**src/rtl/counter_ctrl.sv**
```systemverilog
// counter_ctrl: run-control sequencer for a two-digit BCD counter.
//
// Accepts start/stop/clear commands (clear > stop > start), divides clk by
// PRESCALE and advances a BCD count 00..99 until it equals a limit latched
// when the start was accepted. Completion is flagged with a one-cycle done
// pulse; a start carrying a non-BCD limit is rejected with a one-cycle err.
//
// Ports:
//   clk       system clock, rising edge
//   reset     synchronous active-high reset
//   start     begin / resume / restart command (level sampled)
//   stop      pause command (level sampled)
//   clear     abort command, zeroes the count (level sampled)
//   limit     BCD terminal value {tens, ones}, sampled on an accepted start
//   cnt_ones  BCD ones digit
//   cnt_tens  BCD tens digit
//   state     IDLE=00 RUN=01 PAUSE=10 DONE=11
//   busy      state is RUN or PAUSE
//   done      one-cycle pulse when the count reaches the limit
//   err       one-cycle pulse when a start is rejected
module counter_ctrl #(
    parameter int PRESCALE = 4  // clock cycles per count tick, 1..256
) (
    input  logic       clk,
    input  logic       reset,
    input  logic       start,
    input  logic       stop,
    input  logic       clear,
    input  logic [7:0] limit,
    output logic [3:0] cnt_ones,
    output logic [3:0] cnt_tens,
    output logic [1:0] state,
    output logic       busy,
    output logic       done,
    output logic       err
);

    typedef enum logic [1:0] {
        IDLE  = 2'b00,
        RUN   = 2'b01,
        PAUSE = 2'b10,
        DONE  = 2'b11
    } state_t;

    // PRESCALE=256 maps to a terminal prescaler value of 255.
    localparam logic [7:0] PS_LAST = 8'(PRESCALE - 1);

    state_t     st_q, st_d;
    logic [7:0] psc_q, psc_d;
    logic [3:0] ones_q, ones_d;
    logic [3:0] tens_q, tens_d;
    logic [7:0] lim_q, lim_d;
    logic       done_d, err_d, busy_d;

    // Only the highest-priority asserted command is acted on.
    logic do_clear, do_stop, do_start;
    assign do_clear = clear;
    assign do_stop  = stop & ~clear;
    assign do_start = start & ~stop & ~clear;

    logic limit_ok;
    assign limit_ok = (limit[7:4] <= 4'd9) && (limit[3:0] <= 4'd9);

    logic tick;
    assign tick = (psc_q == PS_LAST);

    // One BCD step; the limit is <= 99, so tens never needs to wrap.
    logic [3:0] inc_ones, inc_tens;
    always_comb begin
        if (ones_q == 4'd9) begin
            inc_ones = 4'd0;
            inc_tens = tens_q + 4'd1;
        end else begin
            inc_ones = ones_q + 4'd1;
            inc_tens = tens_q;
        end
    end

    always_comb begin
        st_d   = st_q;
        psc_d  = psc_q;
        ones_d = ones_q;
        tens_d = tens_q;
        lim_d  = lim_q;
        done_d = 1'b0;
        err_d  = 1'b0;

        case (st_q)
            IDLE, DONE: begin
                if (do_clear) begin
                    st_d   = IDLE;
                    psc_d  = 8'd0;
                    ones_d = 4'd0;
                    tens_d = 4'd0;
                end else if (do_start) begin
                    if (limit_ok) begin
                        lim_d  = limit;
                        psc_d  = 8'd0;
                        ones_d = 4'd0;
                        tens_d = 4'd0;
                        // A 00 limit is already met by the zeroed count.
                        if (limit == 8'h00) begin
                            st_d   = DONE;
                            done_d = 1'b1;
                        end else begin
                            st_d = RUN;
                        end
                    end else begin
                        err_d = 1'b1;
                    end
                end
            end

            RUN: begin
                if (do_clear) begin
                    st_d   = IDLE;
                    psc_d  = 8'd0;
                    ones_d = 4'd0;
                    tens_d = 4'd0;
                end else if (do_stop) begin
                    st_d = PAUSE;
                end else if (tick) begin
                    psc_d  = 8'd0;
                    ones_d = inc_ones;
                    tens_d = inc_tens;
                    if ({inc_tens, inc_ones} == lim_q) begin
                        st_d   = DONE;
                        done_d = 1'b1;
                    end
                end else begin
                    psc_d = psc_q + 8'd1;
                end
            end

            PAUSE: begin
                if (do_clear) begin
                    st_d   = IDLE;
                    psc_d  = 8'd0;
                    ones_d = 4'd0;
                    tens_d = 4'd0;
                end else if (do_start) begin
                    // Resume keeps prescaler and latched limit; the limit
                    // input only decides whether the start is accepted.
                    if (limit_ok) st_d = RUN;
                    else          err_d = 1'b1;
                end
            end

            default: st_d = IDLE;
        endcase
    end

    assign busy_d = (st_d == RUN) || (st_d == PAUSE);

    always_ff @(posedge clk) begin
        if (reset) begin
            st_q   <= IDLE;
            psc_q  <= 8'd0;
            ones_q <= 4'd0;
            tens_q <= 4'd0;
            lim_q  <= 8'h00;
            busy   <= 1'b0;
            done   <= 1'b0;
            err    <= 1'b0;
        end else begin
            st_q   <= st_d;
            psc_q  <= psc_d;
            ones_q <= ones_d;
            tens_q <= tens_d;
            lim_q  <= lim_d;
            busy   <= busy_d;
            done   <= done_d;
            err    <= err_d;
        end
    end

    assign state    = st_q;
    assign cnt_ones = ones_q;
    assign cnt_tens = tens_q;

endmodule
```
**config.mk**
```make
export PLATFORM = sky130hd
export DESIGN_NAME = counter_ctrl
export DESIGN_NICKNAME = d
export VERILOG_FILES = /design/src/rtl/counter_ctrl.sv
export SDC_FILE = /design/constraint.sdc
export NUM_CORES = 1
export LEC_CHECK = 0
export ABC_CLOCK_PERIOD_IN_PS = 2350
export CAP_MARGIN = 20
export CORE_MARGIN = 2
export CORE_UTILIZATION = 54
export CTS_CLUSTER_SIZE = 8
export DETAILED_ROUTE_END_ITERATION = 16
export PLACE_DENSITY = 0.91
export SYNTH_ARGS = -nofsm -noshare
export SYNTH_HDL_FRONTEND = slang
export SYNTH_SLANG_ARGS = --single-unit
```
**constraint.sdc**
```tcl
create_clock -name clk -period 2.35 [get_ports clk]
set_input_delay 0.47 -clock clk [delete_from_list [all_inputs] [get_ports clk]]
set_output_delay 0.47 -clock clk [all_outputs]
set_load 0.03 [all_outputs]
```
=== After elaboration in Yosys (flattened, before gate mapping) ===
Index checks and enable logic that the tools add are counted.

* Output and inout port bits: 13
* Input bits: 13
* Logic and storage cells: 87
* Flip-flop bits (word level): 29

* Reduce and logical (&&, ||, !) cells: 10
* $lt $le $gt $ge: 2
* Equal/unequal tests: 13
* Multiplexer cells: 44
* $add $sub $neg: 3
* Bitwise operators: 7

{| class="wikitable"
|+ Operators by type and width
! operator !! number
|-
| $mux W8 || 7
|-
| $mux W4 || 12
|-
| $pmux W4 S3 || 2
|-
| $pmux W8 S3 || 1
|-
| $mux W2 || 11
|-
| $ne A3 B3 Y1 const B || 4
|-
| $mux W1 || 9
|-
| $add A4 B1 Y4 const B || 2
|-
| $add A8 B1 Y8 const B || 1
|-
| $eq A8 B2 Y1 const B || 1
|-
| $eq A8 B8 Y1 || 1
|-
| $le A4 B4 Y1 const B || 2
|-
| $logic_not A8 Y1 || 1
|-
| $reduce_and A4 Y1 || 2
|-
| $eq A2 B2 Y1 const B || 3
|-
| $pmux W2 S3 || 1
|-
| $reduce_and A5 Y1 || 1
|-
| $eq A2 B1 Y1 const B || 2
|-
| $eq A4 B4 Y1 const B || 1
|-
| $not A1 Y1 || 4
|-
| $reduce_or A4 Y1 || 1
|-
| $and A1 B1 Y1 || 3
|-
| $reduce_or A3 Y1 || 1
|-
| $logic_not A2 Y1 || 1
|-
| 5 further kinds || 5
|}

=== Logic depth before layout (Yosys ltp) ===
* Depth after elaboration: 10
* Depth in mapped cells: 8
* Gate-level depth less buffers: 8

=== Worst setup path before layout ===
OpenSTA, ideal clock, no wires.

* Path type: reg-to-reg
* Start point: register st_q[0] (netlist: state[0])
* End point: register done
* Slack: 0.108 ns
* Required time: 2.271 ns
* Arrival time: 2.163 ns
* Path buffers: 1
* Setup time: 0.079 ns
* Period minus slack after synthesis: 2.242 ns
* Stages on the path, launching flop included: 8
* Cell sequence: dfxtp_1 > inv_1 > ha_1 > inv_1 > or3_1 > clkbuf_1 > or2_2 > a211oi_2

* Cells in the longest elaborated chain, start to end: 3
* Elaborated cells between the ends (all ways): 5
* Those cells by class: eq/ne (2); mux (1); reduce/logical (2)

{| class="wikitable"
|+ Ends and longest elaborated chain
! what !! line !! text
|-
| start: declaration || 48 || <nowiki>state_t st_q, st_d;</nowiki>
|-
| start signal: assignment || 166 || <nowiki>st_q <= st_d;</nowiki>
|-
| $eq A2 B2 Y1 / $logic_not A2 Y1 (equally long branches) || 88 || <nowiki>case (st_q)</nowiki>
|-
| $reduce_or A2 Y1 || 88 ||
|-
| $pmux W1 S2 * || 88 ||
|-
| end signal: assignment || 172 || <nowiki>done <= done_d;</nowiki>
|-
| end: declaration || 34 || <nowiki>output logic done,</nowiki>
|}

Every way passes the cells marked *; elsewhere a longest branch is shown, timed or not.
A chain may end at the register's enable or synchronous reset.

=== Worst setup path after layout ===
* Start point: register psc_q[1]
* End point: register busy

* Cells in the longest elaborated chain, start to end: 7
* Elaborated cells between the ends (all ways): 8
* Those cells by class: eq/ne (3); mux (4); reduce/logical (1)

{| class="wikitable"
|+ Ends and longest elaborated chain
! what !! line !! text
|-
| start: declaration || 49 || <nowiki>logic [7:0] psc_q, psc_d;</nowiki>
|-
| start signal: assignment || 167 || <nowiki>psc_q <= psc_d;</nowiki>
|-
| $eq A8 B2 Y1 * || 65 || <nowiki>assign tick = (psc_q == PS_LAST);</nowiki>
|-
| $mux W2 * || 122 || <nowiki>end else if (tick) begin</nowiki>
|-
| $mux W2 * || 120 || <nowiki>end else if (do_stop) begin</nowiki>
|-
| $mux W2 * || 115 || <nowiki>if (do_clear) begin</nowiki>
|-
| $pmux W2 S3 * || 88 ||
|-
| $eq A2 B1 Y1 / $eq A2 B2 Y1 (equally long branches) || 153 || <nowiki>assign busy_d = (st_d == RUN) || (st_d == PAUSE);</nowiki>
|-
| $logic_or A1 B1 Y1 * || 153 ||
|-
| end signal: assignment || 171 || <nowiki>busy <= busy_d;</nowiki>
|-
| end: declaration || 33 || <nowiki>output logic busy,</nowiki>
|}

Marks and branches as above.

==> qor.csv <==
stage;metric;value;unit
pwr;Peak supply drop;0.000338;V
critical_path;CP Max Fanout;5;
critical_path;critical path class;reg -> reg;
critical_path;Critical path buffers and inverters;0;
timing;post-layout minimum cycle time;2.28;ns
clocking;clk_lat worst skew;0.34;ns
pwr;Power per Cell Area;396;nW/um^2
cells_and_area;share of cells above drive strength 1;0.195;
place;number of port buffers;25;
place;Post-DP Area;2270;um^2
place;Detailed Place HPWL;3.19;mm
synthesis;Synth top cells by count;dfxtp_1 (29), nor2_1 (23), o21ai_0 (11);
pwr;logic gate share of total power;0.141;
floorplan;Die Wd;61.9;um
synthesis;ys flop type;dfxtp_1;
clocking;clk sink count;29;
clocking;clock tree buffer depth;2;
floorplan;I/O pin total;26;
pwr;Total Power;930;uW
place;placed cell count;298;
pwr;power share of the clock group;0.317;
floorplan;Initial Util;0.552;
critical_path;Worst Setup End Kind;register;
drt;via/cell ratio;5.86;
critical_path;crit start category;register;
job;max-cap violation count;0;
timing;final hold vios;0;
timing;Final Cycle Share;0.969;
drt;via count;1799;
clocking;Reg clk slew, reported paths;0.09;ns
timing;clock skew;0.00770;ns
cells_and_area;Layout area overhead;29.5;%
drt;Post-route DRC;0;
global_routing;GR Overflow Total;0;
critical_path;Critical R2R Launch;psc_q[1];
pwr;sequential share of power;0.542;
critical_path;CP peak stage delay;0.56;ns
timing;transition time of the tightest slew-check pin;0.385;ns
critical_path;Worst EP required;2.59;ns
clocking;CTS tree;done;
synthesis;largest cells by area after synthesis;dfxtp_1 (32%), mux2i_1 (5.0%), nor2_1 (4.8%);
drt;1st-pass router iterations;4;
place;GPL Wtd Cong;0.812;
timing;Min Hold Slack;0.532;ns
cells_and_area;Layout Cells excl Fill;307;
timing;fmax;0.439;GHz
synthesis;cell taking the most area after synthesis;dfxtp_1;
pwr;Pleak;0.883;nW
cells_and_area;Diodes inserted;0;
synthesis;post-synth top area share;0.320;
timing;setup ws final;0.0736;ns
clocking;number of hold buffers added after CTS;0;
timing;RSZ-0062 raised after global routing;no;
pwr;Int Power;685;uW
timing;setup TNS;0;ns
synthesis;Yosys cell types;59;
synthesis;syn_nets;230;
critical_path;family with the most delay on the worst path;simple AND/OR/NAND/NOR gates;
floorplan;core area;3280;um^2
global_routing;pin count of the biggest net entering global routing;18;
floorplan;Rows;21;
critical_path;cell depth of the worst flop-to-flop path;7;
floorplan;Die Span Y;61.9;um
synthesis;Post-synth ARST share;0;
place;DP Worst Slack;-0.204;ns
cells_and_area;design area;2350;um^2
clocking;clk root buf;clkbuf_4;
drt;ANT nets after route;0;
timing;final setup vio count;0;
timing;slew margin rel.;0.741;
outcome;status;finished clean;
floorplan;die area;3830;um^2
cells_and_area;Util after Layout;0.714;
cells_and_area;nets;278;
synthesis;warnings from Yosys;0;
global_routing;global-route wire length before repair;7.13;mm
min_path;Hold EP;cnt_tens[3];
drt;DRT Wirelength;4.43;mm
global_routing;GRT Overall Usage;0.253;
clocking;H-tree levels;2;
critical_path;critical path arrival;2.51;ns
synthesis;Post-Syn Area;1810;um^2
pwr;Psw;245;uW
global_routing;vias in the first global route;1614;
min_path;hold_sp;cnt_tens[3];
synthesis;most common cell in the netlist;dfxtp_1;
synthesis;instance count of the mapped netlist;212;
critical_path;R2R Setup Slk;0.07;ns
synthesis;Mean Syn Cell Area;8.55;um^2
clocking;Inserted Clock Buffers;5;
critical_path;worst r2r dst;busy;
drt;DRT iter0 DRCs;67;
drt;DR WL/cell;14.4;um
synthesis;Synth Register Bits;29;
synthesis;EDFF count, synth;0;
critical_path;CP max-delay cell;or4_4;
synthesis;Seq/Total Area, Yosys;0.320;
critical_path;crit path cell chain;ha_4 -> nor4b_4 -> nand2_2 -> or4_4 -> nor4_4 -> and3b_2 -> o32ai_1;
min_path;Hold Crit Depth;1;
pwr;Switching Fraction;0.264;
min_path;hold crit path type;reg -> reg;
timing;fin. max-slew vios;0;
global_routing;initial antenna violation count;0;
## timing repair
action                                  4_1_cts  5_1_grt
resized for setup                             0        6
endpoints found under the setup margin        0        3
buffers inserted                              0        1
hold endpoints to repair                      0        0
## placed cells by master (no fill, tap or decap), types with 7 or more instances in the layout
master	count
a21oi_1	10
o21ai_0	11
xnor2_1	8
nand2b_1	9
nor3_1	9
inv_1	7
clkdlybuf4s50_1	25
mux2i_1	9
nor2_1	23
buf_4	26
dfxtp_1	27
## sequential cells by signal, indices dropped and copies added, names as in the netlist
name and cells:
psc_q 8, cnt_ones 4, busy 1, lim_q 8, cnt_tens 4, done 1, err 1, state 2
## cell type report
type                    instances  area (um^2)
multi-input cells             166         1180
fillers                       260          938
flip-flops and latches         29          586
repair buffers                 51          445
well taps                      46         57.6
clock buffers                   8         48.8
inverters                       7         26.3
## cell families after synthesis
kind of cell	after synthesis	synth area share
mux	9	0.0497
flops	29	0.320
xor+xnor	11	0.0532
buf+inv	17	0.0366
compound gates	55	0.210
simple gates	86	0.296
fa+ha+maj	5	0.0345
## worst reg2reg max path: cells and delay by family, from the launching register on
kind / cells / cell delay [ns]
adder cells (fa/ha/maj): 1 / 0.15
flip-flops: 1 / 0.38
AND/OR/NAND/NOR: 5 / 1.56
AO/OA/AOI/OAI: 1 / 0.08
## how the worst max path moves through the flow
stage                   from          end  slack, ns  cells after the start
floorplan           state[0]         done       0.11                      7
global placement    limit[1]  cnt_ones[1]      -0.17                      7
detailed placement  limit[5]  cnt_ones[1]      -0.20                      7
CTS                 psc_q[0]         done       0.08                      7
global route        psc_q[0]         done      0.007                      7
finish              psc_q[1]         busy       0.07                      7
## power by group through the flow
stage | logic [mW] | clock network (mW) | registers, mW
CTS | 0.128 | 0.301 | 0.503
global route | 0.142 | 0.323 | 0.506
detailed placement | 0.127 | 0 | 0.515
floorplan | 0.0583 | 0 | 0.517
finish | 0.131 | 0.295 | 0.504
global placement | 0.124 | 0 | 0.514
## layer usage
metal | up-vias | GRT usage | part of all wire
met2 | 64 | 0.421 | 0.50
met1 | 843 | 0.307 | 0.43
met4 | 0 | 0.125 | 0.028
li1 | 883 | - | -
met5 | - | 0 | 0
met3 | 9 | 0.0600 | 0.046
Power figures use the tool's default switching activity.
